**config.mk**
```make
export PLATFORM = sky130hd
export DESIGN_NAME = cond_unit_pipe
export DESIGN_NICKNAME = d
export VERILOG_FILES = /design/src/rtl/cond_pkg.sv /design/src/rtl/cond_eval.sv /design/src/rtl/cond_unit_pipe.sv
export SDC_FILE = /design/constraint.sdc
export NUM_CORES = 1
export LEC_CHECK = 0
export BUFFER_PORTS_ARGS = -buffer_cell sky130_fd_sc_hd__buf_2
export CORE_MARGIN = 2
export CORE_UTILIZATION = 45
export CTS_CLUSTER_SIZE = 40
export DETAILED_ROUTE_END_ITERATION = 10
export PLACE_DENSITY = 0.75
export SYNTH_ARGS = -nofsm -noshare
export SYNTH_HDL_FRONTEND = slang
export SYNTH_HIERARCHICAL = 1
export SYNTH_SLANG_ARGS = --single-unit
```
**constraint.sdc**
```tcl
create_clock -name clk -period 2.25 [get_ports clk]
set_input_delay 0.45 -clock clk [delete_from_list [all_inputs] [get_ports clk]]
set_output_delay 0.45 -clock clk [all_outputs]
set_load 0.02 [all_outputs]
```
**src/rtl/cond_pkg.sv**
```systemverilog
// Shared types for the pipelined conditional-execution unit.
// Holds the ARM condition-code enum, the NZCV flag bit positions, the flag
// word type and the control bundle that travels from Decode into Execute.
package cond_pkg;

    typedef enum logic [3:0] {
        EQ = 4'h0, NE = 4'h1, CS = 4'h2, CC = 4'h3,
        MI = 4'h4, PL = 4'h5, VS = 4'h6, VC = 4'h7,
        HI = 4'h8, LS = 4'h9, GE = 4'hA, LT = 4'hB,
        GT = 4'hC, LE = 4'hD, AL = 4'hE, NV = 4'hF
    } cond_e;

    localparam int N_IDX = 3;
    localparam int Z_IDX = 2;
    localparam int C_IDX = 1;
    localparam int V_IDX = 0;

    typedef logic [3:0] flags_t;

    // Flag-set selector storage width inside the control bundle. Wide enough
    // for any practical NUM_FSETS; the top zero-extends its narrower selector.
    localparam int FSEL_MAX_W = 8;

    typedef struct packed {
        logic                  valid;
        logic                  pcs;
        logic                  regw;
        logic                  memw;
        logic                  memtoreg;
        logic [1:0]            flagw;
        cond_e                 cond;
        logic [FSEL_MAX_W-1:0] fsel;
    } ctrl_t;

    localparam ctrl_t CTRL_BUBBLE = '0;

endpackage

```
**src/rtl/cond_eval.sv**
```systemverilog
// Combinational ARM condition-code evaluator.
// Ports:
//   cond_i   - 4-bit condition field
//   flags_i  - {N,Z,C,V} flag word to test against
//   condex_o - 1 when the condition holds
module cond_eval
    import cond_pkg::*;
(
    input  cond_e  cond_i,
    input  flags_t flags_i,
    output logic   condex_o
);

    logic n, z, c, v;

    assign n = flags_i[N_IDX];
    assign z = flags_i[Z_IDX];
    assign c = flags_i[C_IDX];
    assign v = flags_i[V_IDX];

    // NOTE: combinational blocks assign a default first so no path can
    // leave the output unassigned and infer a latch.
    always_comb begin
        condex_o = 1'b1;
        case (cond_i)
            EQ: condex_o = z;
            NE: condex_o = !z;
            CS: condex_o = c;
            CC: condex_o = !c;
            MI: condex_o = n;
            PL: condex_o = !n;
            VS: condex_o = v;
            VC: condex_o = !v;
            HI: condex_o = c && !z;
            LS: condex_o = !c || z;
            GE: condex_o = (n == v);
            LT: condex_o = (n != v);
            GT: condex_o = !z && (n == v);
            LE: condex_o = z || (n != v);
            AL: condex_o = 1'b1;
            NV: condex_o = 1'b1;   // treated as always, like AL
            default: condex_o = 1'b1;
        endcase
    end

endmodule

```
**src/rtl/cond_unit_pipe.sv**
```systemverilog
// Pipelined conditional-write unit. Registers decode controls into Execute,
// evaluates the condition against one of NUM_FSETS NZCV flag sets, gates the
// register/memory/PC writes, updates the selected flag set and carries the
// gated controls through Memory and Writeback.
// Ports:
//   clk, reset (async, active-high); EnE stage advance; FlushE bubble insert
//   CondD/FlagWD/FSelD/PCSD/RegWD/MemWD/MemtoRegD/ValidD decode controls
//   ALUFlagsE  ALU flags of the Execute instruction
//   *E/*M/*W   gated controls per stage; BranchTakenE flush request
//   FlagsOut   all flag sets, set k at [4k+3:4k]
//   StatExec/StatSquash saturating counters, present only with COND_STATS_EN
// Optional feature macro: COND_STATS_EN
module cond_unit_pipe
    import cond_pkg::*;
#(
    parameter  int NUM_FSETS = 1,
    parameter  int CNT_W     = 16,
    localparam int FSEL_W    = (NUM_FSETS > 1) ? $clog2(NUM_FSETS) : 1
) (
    input  logic                   clk,
    input  logic                   reset,
    input  logic                   EnE,
    input  logic                   FlushE,
    input  logic [3:0]             CondD,
    input  logic [1:0]             FlagWD,
    input  logic [FSEL_W-1:0]      FSelD,
    input  logic                   PCSD,
    input  logic                   RegWD,
    input  logic                   MemWD,
    input  logic                   MemtoRegD,
    input  logic                   ValidD,
    input  logic [3:0]             ALUFlagsE,
    output logic                   PCSrcE,
    output logic                   RegWriteE,
    output logic                   MemWriteE,
    output logic                   BranchTakenE,
    output logic                   RegWriteM,
    output logic                   MemWriteM,
    output logic                   MemtoRegM,
    output logic                   PCSrcM,
    output logic                   RegWriteW,
    output logic                   MemtoRegW,
    output logic                   PCSrcW,
    output logic [4*NUM_FSETS-1:0] FlagsOut
`ifdef COND_STATS_EN
    ,
    output logic [CNT_W-1:0]       StatExec,
    output logic [CNT_W-1:0]       StatSquash
`endif
);

    if (NUM_FSETS < 1 || FSEL_W > FSEL_MAX_W) begin : g_bad_fsets
        $error("cond_unit_pipe: NUM_FSETS out of supported range");
    end
    if (CNT_W < 1) begin : g_bad_cnt_w
        $error("cond_unit_pipe: CNT_W must be at least 1");
    end

    localparam logic [FSEL_MAX_W-1:0] NUM_FSETS_V = FSEL_MAX_W'(NUM_FSETS);

    ctrl_t  ctrl_d, ctrl_q;
    flags_t flags_d [NUM_FSETS];
    flags_t flags_q [NUM_FSETS];
    flags_t flags_sel;
    logic   fsel_ok, cond_true, cond_ex, commit;

    always_comb begin
        ctrl_d          = CTRL_BUBBLE;
        ctrl_d.valid    = ValidD;
        ctrl_d.pcs      = PCSD;
        ctrl_d.regw     = RegWD;
        ctrl_d.memw     = MemWD;
        ctrl_d.memtoreg = MemtoRegD;
        ctrl_d.flagw    = FlagWD;
        ctrl_d.cond     = cond_e'(CondD);
        ctrl_d.fsel     = FSEL_MAX_W'(FSelD);
    end

    // NOTE: sequential state uses non-blocking assignments so every register
    // samples pre-edge values regardless of block ordering.
    always_ff @(posedge clk or posedge reset) begin
        if (reset) begin
            ctrl_q <= CTRL_BUBBLE;
        end else if (EnE) begin
            ctrl_q <= FlushE ? CTRL_BUBBLE : ctrl_d;
        end
    end

    // An out-of-range selector reads as all-zero flags and is squashed below.
    always_comb begin
        flags_sel = '0;
        for (int k = 0; k < NUM_FSETS; k++) begin
            if (ctrl_q.fsel == FSEL_MAX_W'(k)) flags_sel = flags_q[k];
        end
    end

    assign fsel_ok = (ctrl_q.fsel < NUM_FSETS_V);

    cond_eval u_cond_eval (
        .cond_i   (ctrl_q.cond),
        .flags_i  (flags_sel),
        .condex_o (cond_true)
    );

    assign cond_ex      = cond_true && fsel_ok;
    assign commit       = ctrl_q.valid && cond_ex;
    assign RegWriteE    = ctrl_q.regw && commit;
    assign MemWriteE    = ctrl_q.memw && commit;
    assign PCSrcE       = ctrl_q.pcs  && commit;
    assign BranchTakenE = PCSrcE;

    // Flags written at the edge that retires the instruction from Execute are
    // what the next Execute instruction reads, so no bypass is needed.
    always_comb begin
        flags_d = flags_q;
        if (EnE && commit) begin
            for (int k = 0; k < NUM_FSETS; k++) begin
                if (ctrl_q.fsel == FSEL_MAX_W'(k)) begin
                    if (ctrl_q.flagw[1]) flags_d[k][N_IDX:Z_IDX] = ALUFlagsE[N_IDX:Z_IDX];
                    if (ctrl_q.flagw[0]) flags_d[k][C_IDX:V_IDX] = ALUFlagsE[C_IDX:V_IDX];
                end
            end
        end
    end

    // NOTE: the flag array is architectural state that must read as zero
    // after reset, so unlike a data memory every entry is reset here.
    always_ff @(posedge clk or posedge reset) begin
        if (reset) begin
            for (int k = 0; k < NUM_FSETS; k++) flags_q[k] <= '0;
        end else begin
            flags_q <= flags_d;
        end
    end

    always_comb begin
        FlagsOut = '0;
        for (int k = 0; k < NUM_FSETS; k++) FlagsOut[4*k +: 4] = flags_q[k];
    end

    // Memory and Writeback copies; MemtoReg travels ungated.
    always_ff @(posedge clk or posedge reset) begin
        if (reset) begin
            RegWriteM <= 1'b0;
            MemWriteM <= 1'b0;
            MemtoRegM <= 1'b0;
            PCSrcM    <= 1'b0;
            RegWriteW <= 1'b0;
            MemtoRegW <= 1'b0;
            PCSrcW    <= 1'b0;
        end else if (EnE) begin
            RegWriteM <= RegWriteE;
            MemWriteM <= MemWriteE;
            MemtoRegM <= ctrl_q.memtoreg;
            PCSrcM    <= PCSrcE;
            RegWriteW <= RegWriteM;
            MemtoRegW <= MemtoRegM;
            PCSrcW    <= PCSrcM;
        end
    end

`ifdef COND_STATS_EN
    logic [CNT_W-1:0] stat_exec_q, stat_squash_q;

    always_ff @(posedge clk or posedge reset) begin
        if (reset) begin
            stat_exec_q   <= '0;
            stat_squash_q <= '0;
        end else if (EnE && ctrl_q.valid) begin
            if (cond_ex) begin
                if (stat_exec_q != '1) stat_exec_q <= stat_exec_q + 1'b1;
            end else begin
                if (stat_squash_q != '1) stat_squash_q <= stat_squash_q + 1'b1;
            end
        end
    end

    assign StatExec   = stat_exec_q;
    assign StatSquash = stat_squash_q;
`endif

endmodule
```
==> results of run 1 <==
metal layers:
metal	up-vias	share of wire [%]
li1	460	-
met1	453	43
met2	33	50
met3	4	4.7
met4	0	1.9
met5	-	0
cell usage in the layout (no fill, tap or decap):
| master | count |
|---|---|
| o22ai_1 | 2 |
| and3b_2 | 1 |
| dfrtp_2 | 1 |
| o21ai_0 | 12 |
| and2b_2 | 2 |
| and3b_1 | 2 |
| a22oi_2 | 2 |
| xnor2_1 | 3 |
| buf_2 | 30 |
| buf_4 | 7 |
| xor2_1 | 1 |
| clkinv_2 | 1 |
| nand2_1 | 14 |
| o21ai_1 | 1 |
| or4_1 | 1 |
| a221o_2 | 1 |
| inv_1 | 13 |
| a21oi_1 | 3 |
| clkbuf_4 | 3 |
| and3_1 | 1 |
| and2_4 | 3 |
| nand2b_1 | 1 |
| buf_6 | 5 |
| a311oi_1 | 1 |
| and2b_1 | 3 |
| nand3_4 | 2 |
| nor2_1 | 2 |
| dfrtp_1 | 22 |
| nor2b_1 | 3 |
| mux2_4 | 7 |
| mux2_2 | 4 |
| inv_2 | 1 |
worst paths after layout:
check,start,endpoint,slack [ps]
max in group asynchronous,reset,FlagsOut[0],1850
setup / recovery,ctrl_q[0],BranchTakenE,-470
hold reg to reg,RegWriteW,RegWriteW,520
min in group clk,FlushE,ctrl_q[12],320
setup reg to reg,ctrl_q[0],FlagsOut[0],-160
hold / removal,reset,PCSrcW,160
power groups by stage:
stage	Combinational [mW]	Clock [mW]	Sequential [mW]
detailed placement	0.264	0	0.502
global route	0.321	0.218	0.502
CTS	0.283	0.198	0.495
global placement	0.255	0	0.501
floorplan	0.148	0	0.525
finish	0.294	0.191	0.495
kinds of logic after synthesis:
logic type	after synthesis	synth area share (%)
AO/OA/AOI/OAI	22	11.2
XOR/XNOR	4	2.97
buffers and inverters	20	7.84
flip-flops	23	48.7
multiplexers	11	11.4
AND/OR/NAND/NOR	35	17.8
area by class of cell:
cell class | count | area (um^2)
Multi-Input combinational cell | 72 | 551
Fill cell | 220 | 973
Inverter | 14 | 52.6
Sequential cell | 23 | 577
Timing Repair Buffer | 42 | 259
Clock buffer | 3 | 22.5
Clock inverter | 1 | 5.00
Tap cell | 30 | 37.5
state kept, by name (all words and copies together), names as in the netlist:
| register | cells |
|---|---|
| FlagsOut | 4 |
| MemtoRegW | 1 |
| PCSrcW | 1 |
| RegWriteW | 1 |
| RegWriteM | 1 |
| ctrl_q | 12 |
| MemWriteM | 1 |
| MemtoRegM | 1 |
| PCSrcM | 1 |
worst max-delay path, cell delays in order, from the launching register on:
cell and delay, ps:
dfrtp_1 420, and2b_2 280, nand2b_1 90, a21oi_1 70
a221o_2 310, a21oi_1 160, o21ai_1 90, and3b_2 250
and2_4 180, buf_6 120
cells in the mapped netlist, types with 2 or more instances:
library cell,n
and2_4,3
mux2_2,4
buf_4,2
nand2_1,14
and3b_1,2
o21ai_0,12
nor2_1,2
buf_2,2
mux2_1,4
o22ai_1,2
a21oi_1,3
inv_1,13
and2b_1,5
mux2_4,3
xnor2_1,3
nand3_2,2
dfrtp_1,23
nor2b_1,3
stage by stage:
stage                     hold WS, ps  util [%]  setup WS, ps  setup TNS [ps]  power, mW
after floorplan                   452         -         -87.8           -87.8      0.673
after global placement            485      56.3         -75.2            -297      0.756
after detailed placement          494      56.3          -132            -784      0.766
after CTS                         165      59.6          -459           -2120      0.976
after global routing              171      60.7          -568           -3270       1.04
final                             162      60.7          -467           -2420      0.980
repair_timing:
| action | CTS | global route |
|---|---|---|
| gates resized for setup | 14 | 4 |
| buffers inserted | 1 | 1 |
| pin swaps | 5 | 0 |
| setup endpoints to repair | 8 | 8 |
==> metrics.txt, run 1 <==
Bufs on Longest Clock Path=2; n_diodes=0; DRT Pass-1 Iters=4; Worst Setup Path Type=flop to primary output; Final #Nets=176; DRC=0; Post-DP HPWL=1.82 mm; Netlist cell types=31; Iter 0 DRT Violations=31; Port-buffer cells=34; Synth top area share=48.7%; first-pass GRT wire length=4.26 mm; Tcrit/Tclk final=121%; pwr dens=652 nW/um^2; Die Span Y=55.2 um; DR vias=950; core area=2480 um^2; WL/cell=13.6 um; startpoint types=flop; chip width=55.2 um; Post-Syn Nets=135; async set-reset flop share out of synthesis=100%; sw frac=31.4%; Int Pwr=673 uW; area delta synth->final=27.3%; Static Leak=0.791 nW; clock skew=0.936 ps; TritonCTS buffer count=3; Final min period=2720 ps; worst-path fanout max=6; CTS Sinks=23; cell taking the most area after synthesis=dfrtp_1; cell area after layout=1500 um^2; share of layout cells above drive strength 1=45.2%; Critical Path AT=2270 ps; CP endpoint kind=primary output; failing checks=negative setup slack; Site Rows=18; Placer Congestion=0.926; sequential power share=50.5%; Via density=5.14; Max rail drop VDD=386 uV; H-tree Lvls=1; Cell Area, Synth=1180 um^2; RSZ-0062 raised after global routing=yes; Post-synth EDFFs=0; relative max-transition margin=66.8%; post-placement cell area=1400 um^2; Primary FF master, synth=dfrtp_1; Worst R2R Path Depth=11; GRT Util Overall=17.1%; cell count after synthesis=115; vias in the first global route=977; die area=3050 um^2; clock group share of total power=19.5%; MaxCap Viol Count=0; Synth Warn #=6; Synth Register Bits=23; clock slew at reported path FFs=130 ps; met2 usage=29.9%; Min-Delay Path Class=input pin to asynchronous set/reset pin; placed cell count=179; Final Hold Fails=0; Worst EP required=1800 ps; Starting Density=47.7%; Slew Limit Fails=0; routing usage on met3=2.11%; Worst-Margin Slew=498 ps; hold_buf cts=0; top cells by area, synth=dfrtp_1 (49%), o21ai_0 (5.1%), nand2_1 (4.4%), inv_1 (4.1%), mux2_1 (3.8%); largest net degree at the start of global routing=24; Highest Clock Rate=0.368 GHz; Congestion Overflow GR=0; most used routing layer=met2; Clock Latency Late Sink=310 ps; Psw=308 uW; Final setup viols=8; status=finished, violations left; synthesized area per cell=10.3 um^2; I/O pin count=35; CTS tree=done; final wirelength=2.51 mm; combinational share of power=30.0%; Post-DRT Antenna Nets=0; GR Layer Usage met1=20.8%; post-synthesis sequential area ratio=48.7%; Finished Layout Cells=185; Root Driver=clkbuf_4; initial antenna violation count=0; final setup margin=-467 ps
Note: power is estimated with default switching activity, not from simulation.
==> inputs of run 2 (changes only) <==
CORE_UTILIZATION = 50   (was 45)
MAX_ROUTING_LAYER = met4   (was default)
PLACE_DENSITY = 0.79   (was 0.75)
clock period = 2.7 ns   (was 2.25 ns; I/O delays follow)
==> run 2 against run 1 <==
Effect of this change: largest cell class unchanged; critical path type unchanged; non-clock buffer count fell by 5; register-to-register slack improved by 450 ps; worst setup slack improved by 330 ps; the run still ends with negative setup slack left; clock power fell by 18%; die area fell by 9.3%; wire length fell by 5.1%; flip-flop and latch count did not move; combinational power fell by 24%.
==> metrics.txt, run 2 (synthesized netlist as in run 1, its figures left out) <==
status=finished, violations left (unchanged); failing checks=negative setup slack (unchanged); Top Metal Used=met4 (unchanged); worst-path fanout max=5 (was 6); Placer Congestion=0.961 (was 0.926); startpoint types=flop (unchanged); Reg with most FFs=ctrl_q (unchanged); Min-Delay Path Class=input pin to asynchronous set/reset pin (unchanged); Bufs on Longest Clock Path=2 (unchanged); setup_tns=-503 ps (was -2420 ps); DRC=0 (unchanged); post-placement cell area=1350 um^2 (was 1400 um^2); Port-buffer cells=34 (unchanged); Iter 0 DRT Violations=20 (was 31); Die Span Y=52.6 um (was 55.2 um); relative max-transition margin=44.6% (was 66.8%); CP Cell Sequence=and2b_2 > xor2_1 > or4_1 > nand2_1 > a22oi_1 > o21ai_1 > and3b_2 > and2_4 > buf_6 (was and2b_2 > nand2b_1 > a21oi_1 > a221o_2 > a21oi_1 > o21ai_1 > and3b_2 > and2_4 > buf_6); Final min period=2830 ps; metal3 WL=95 um (was 117 um); Highest Clock Rate=0.353 GHz; die area=2770 um^2 (was 3050 um^2); n_diodes=0 (unchanged); vias in the first global route=851 (was 977); final setup margin=-133 ps (was -467 ps); area delta synth->final=21.1% (was 27.3%); first-pass GRT wire length=3.75 mm (was 4.26 mm); DRT Pass-1 Iters=4 (unchanged); final core utilization=64.0% (was 60.7%); Static Leak=0.750 nW (was 0.791 nW); initial antenna violation count=0 (unchanged); WL/cell=13.4 um (was 13.6 um); TritonCTS buffer count=3 (unchanged); chip width=52.6 um (was 55.2 um); Worst Setup Path Type=flop to primary output (unchanged); final wirelength=2.38 mm (was 2.51 mm); Critical Path AT=2290 ps (was 2270 ps); Post-DP HPWL=1.78 mm (was 1.82 mm); Worst R2R Path Depth=10 (was 11); Max rail drop VDD=362 uV (was 386 uV); Final setup viols=4 (was 8); clock skew=1.61 ps (was 0.936 ps); DR vias=916 (was 950); RSZ-0062 raised after global routing=yes (unchanged); Worst EP required=2160 ps (was 1800 ps); MaxCap Viol Count=0 (unchanged); Via density=5.15 (was 5.14); Post-DRT Antenna Nets=0 (unchanged); cell area after layout=1430 um^2 (was 1500 um^2); Starting Density=52.9% (was 47.7%); Clock Latency Late Sink=300 ps (was 310 ps); GRT Util Overall=19.2% (was 17.1%); Final Hold Fails=0 (unchanged); Worst-Margin Slew=830 ps (was 498 ps); Site Rows=17 (was 18); Met2 Wirelength=1.26 mm (about the same); wire length on met1=1.00 mm (was 1.08 mm); CP max stage cell=dfrtp_1 (unchanged); most common cell after layout, fill and taps aside=buf_2 (unchanged); Final #Nets=171 (was 176); worst hold slack=383 ps (was 162 ps); slowest stage delay, CP=410 ps (was 420 ps); Root Driver=clkbuf_4 (unchanged); clock slew at reported path FFs=120 ps (was 130 ps); share of layout cells above drive strength 1=39.3% (was 45.2%); Tcrit/Tclk final=105%; Congestion Overflow GR=0 (unchanged); most frequent cells in the layout=buf_2 (30), dfrtp_1 (23), nand2_1 (14) (was buf_2 (30), dfrtp_1 (22), nand2_1 (14)); CTS Sinks=23 (unchanged); max reg flops=12 (unchanged); pwr dens=553 nW/um^2 (was 652 nW/um^2); CP endpoint kind=primary output (unchanged); I/O pin count=35 (unchanged); Fillers=192 (was 220); H-tree Lvls=1 (unchanged); largest net degree at the start of global routing=24 (unchanged); hold_buf cts=0 (unchanged); core area=2230 um^2 (was 2480 um^2); Multi-input gate area=523 um^2 (was 551 um^2); Slew Limit Fails=0 (unchanged); CTS tree=done (unchanged); Tot Pwr=791 uW (was 980 uW); register area=576 um^2 (was 577 um^2)
==> run 2: cell count changes in the layout (fill, tap and decap cells not counted), moves of 2 or more <==
| cell | change |
|---|---|
| nand3_2 | +2 |
| nand3_4 | -2 |
| mux2_1 | +4 |
| mux2_4 | -4 |
| buf_4 | -4 |
==> run 2: power breakdown <==
group / switching [mW] / internal (mW)
Combinational: 0.117 / 0.104
Clock: 0.0992 / 0.0576
Sequential: 0.0322 / 0.380
==> run 2: cell type report <==
cell class                      instances  area share [%]
Timing Repair Buffer                   37            15.2
Tap cell                               28            2.45
Inverter                               14            3.67
Multi-Input combinational cell         72            36.6
Sequential cell                        23            40.2
Clock buffer                            4            1.84
==> run 2: worst max-delay path, delay by kind of cell, from the launching register on <==
kind | cells | cell delay (ps)
simple gates | 5 | 1160
buf+inv | 1 | 110
compound gates | 2 | 150
xor+xnor | 1 | 160
flops | 1 | 410
==> run 2: path summary, 6_finish.rpt <==
| check | start | endpoint | slack [ps] |
|---|---|---|---|
| max reg2reg | ctrl_q[0] | FlagsOut[1] | 290 |
| min reg2reg | PCSrcW | PCSrcW | 520 |
| min in group clk | FlushE | ctrl_q[12] | 400 |
| min | reset | RegWriteW | 380 |
| max in group asynchronous | reset | ctrl_q[12] | 1810 |
| max | ctrl_q[0] | PCSrcE | -130 |
==> run 2: layer usage <==
layer	GRT usage, %	up-vias
li1	-	448
met1	24.0	436
met2	31.5	28
met3	2.00	4
met4	8.55	0
met5	-	-
==> run 2: through the flow <==
stage | setup WS (ps) | std cells
floorplan | 223 | 115
global placement | 240 | 171
finish | -133 | 178
global route | -243 | 178
CTS | -135 | 176
detailed placement | 170 | 171
==> run 2: what timing repair did <==
item                                    in CTS  in global routing
endpoints found under the setup margin       4                  4
gates resized for setup                      5                  6
setup buffers                                1                  2
gates cloned                                 0                  0
pin swaps                                    1                  5
==> inputs of run 3 (changes only) <==
CORE_UTILIZATION = 32   (was 50)
HOLD_SLACK_MARGIN = 0.02   (was default)
PLACE_DENSITY = 0.55   (was 0.79)
==> run 3 against run 2 <==
Effect of this change: worst setup slack gained 94 ps; the run still ends with negative setup slack left; highest routed layer unchanged; core utilization shrank 22 points; critical path type unchanged; non-clock buffer count grew 5; via count grew 2.5%.
==> metrics.txt, run 3 (synthesized netlist as in run 1, its figures left out) <==
sw frac=30.2% (was 31.4%); CTS tree=done (unchanged); Critical Path AT=2200 ps (was 2290 ps); relative max-transition margin=41.8% (was 44.6%); Reg with most FFs=ctrl_q (unchanged); Congestion Overflow GR=0 (unchanged); Worst-Margin Slew=873 ps (was 830 ps); Static Leak=0.781 nW (was 0.750 nW); RSZ-0062 raised after global routing=yes (unchanged); Post-DRT Antenna Nets=0 (unchanged); Bufs on Longest Clock Path=2 (unchanged); Root Driver=clkbuf_8 (was clkbuf_4); Int Pwr=591 uW (was 542 uW); CTS Sinks=23 (unchanged); Via density=4.63 (was 5.15); Iter 0 DRT Violations=20 (unchanged); Finished Layout Cells=203 (was 178); cell area after layout=1500 um^2 (was 1430 um^2); vias in the first global route=973 (was 851); CP startpoint=ctrl_q[0] (unchanged); sequential power share=48.9% (was 52.2%); worst-path fanout max=5 (unchanged); Clock Latency Late Sink=260 ps (was 300 ps); DRC=0 (unchanged); Multi-input gate area=515 um^2 (was 523 um^2); reg-to-reg startpoint=ctrl_q[0] (unchanged); Final min period=2740 ps (was 2830 ps); Final #Nets=176 (was 171); status=finished, violations left (unchanged); Worst Setup Path Type=flop to primary output (unchanged); share of layout cells above drive strength 1=40.6% (was 39.3%); Highest Clock Rate=0.365 GHz (was 0.353 GHz); DRT Pass-1 Iters=4 (unchanged); final wirelength=2.49 mm (was 2.38 mm); n_diodes=0 (unchanged); Worst EP required=2160 ps (about the same); final core utilization=41.7% (was 64.0%); die area=4190 um^2 (was 2770 um^2); most frequent cells in the layout=buf_2 (30), dfrtp_1 (23), nand2_1 (14) (unchanged); largest net degree at the start of global routing=24 (unchanged); clock skew=3.05 ps (was 1.61 ps); setup_tns=-120 ps (was -503 ps); post-placement cell area=1390 um^2 (was 1350 um^2); DR vias=939 (was 916); chip width=64.8 um (was 52.6 um); most common cell after layout, fill and taps aside=buf_2 (unchanged); core area=3610 um^2 (was 2230 um^2); Die Span Y=64.8 um (was 52.6 um); TritonCTS buffer count=3 (unchanged); Port-buffer cells=34 (unchanged); I/O pin count=35 (unchanged); initial antenna violation count=0 (unchanged); MaxCap Viol Count=0 (unchanged); first-pass GRT wire length=4.31 mm (was 3.75 mm); failing checks=negative setup slack (unchanged); Tcrit/Tclk final=101% (was 105%); Final setup viols=4 (unchanged); Slew Limit Fails=0 (unchanged); Post-DP HPWL=1.84 mm (was 1.78 mm); Fillers=379 (was 192); max reg flops=12 (unchanged); Starting Density=32.8% (was 52.9%); WL/cell=12.3 um (was 13.4 um); Site Rows=22 (was 17); Psw=255 uW (was 249 uW); placed cell count=193 (was 171); startpoint types=flop (unchanged); pwr dens=562 nW/um^2 (was 553 nW/um^2); GRT Util Overall=13.7% (was 19.2%); final setup margin=-38.5 ps (was -133 ps); Max rail drop VDD=253 uV (was 362 uV); CP endpoint kind=primary output (unchanged); area delta synth->final=27.3% (was 21.1%); Placer Congestion=0.862 (was 0.961); register area=576 um^2 (unchanged); Final Hold Fails=0 (unchanged); clock group share of total power=25.5% (was 19.8%); Min-Delay Path Class=input pin to asynchronous set/reset pin (unchanged); combinational share of power=25.6% (was 28.0%); clock slew at reported path FFs=80 ps (was 120 ps); H-tree Lvls=1 (unchanged)
run 3: area by class of cell:
cell class	instances	area share, %
inverter	14	3.49
timing repair buffer	42	17.0
tap	48	3.99
clock buffer	4	3.00
multi-input combinational	72	34.3
sequential	23	38.3
run 3: stage by stage:
stage / total power [mW] / hold slack (ps) / setup slack (ps)
final: 0.846 / 443 / -38.5
after global routing: 0.896 / 471 / -183
after CTS: 0.855 / 453 / -42.6
after detailed placement: 0.623 / 497 / 173
after global placement: 0.617 / 485 / 229
after floorplan: 0.560 / 479 / 223
run 3: layer usage:
| layer | up-vias | global-route usage [%] | share of wire (%) |
|---|---|---|---|
| li1 | 454 | - | - |
| met1 | 449 | 16.6 | 45 |
| met2 | 33 | 23.1 | 47 |
| met3 | 3 | 2.60 | 6.9 |
| met4 | 0 | 3.99 | 1.0 |
| met5 | - | - | 0 |
run 3: final timing paths:
path / end / depth (start not counted) / slack, ps
worst max register to register: FlagsOut[2] / 11 / 300
min in group clk: ctrl_q[12] / 2 / 460
worst max-delay path: BranchTakenE / 9 / -40
max in group asynchronous: FlagsOut[1] / 2 / 1720
worst min register to register: RegWriteW / 1 / 510
worst min-delay path: MemWriteM / 2 / 440
run 3: critical path, cell delays in order, from the launching register on:
cell and delay (ps):
dfrtp_1 400, and2b_1 230, xor2_1 150, or4_1 410, nand2_1 70, a22oi_1 60, o21ai_1 90, and3b_2 240
and2_4 170, buf_6 120
run 3: power groups by stage:
stage	clock, mW	sequential [mW]	combinational [mW]
after floorplan	0	0.437	0.123
after global placement	0	0.419	0.198
after detailed placement	0	0.422	0.202
after CTS	0.223	0.415	0.217
after global routing	0.234	0.422	0.240
final	0.216	0.414	0.216
run 3: what timing repair did:
item                       in CTS  in global routing
pin swaps                       5                  0
hold buffers                    0                  0
gates resized for setup        10                  0
setup endpoints to repair       4                  4
buffers inserted                5                  1
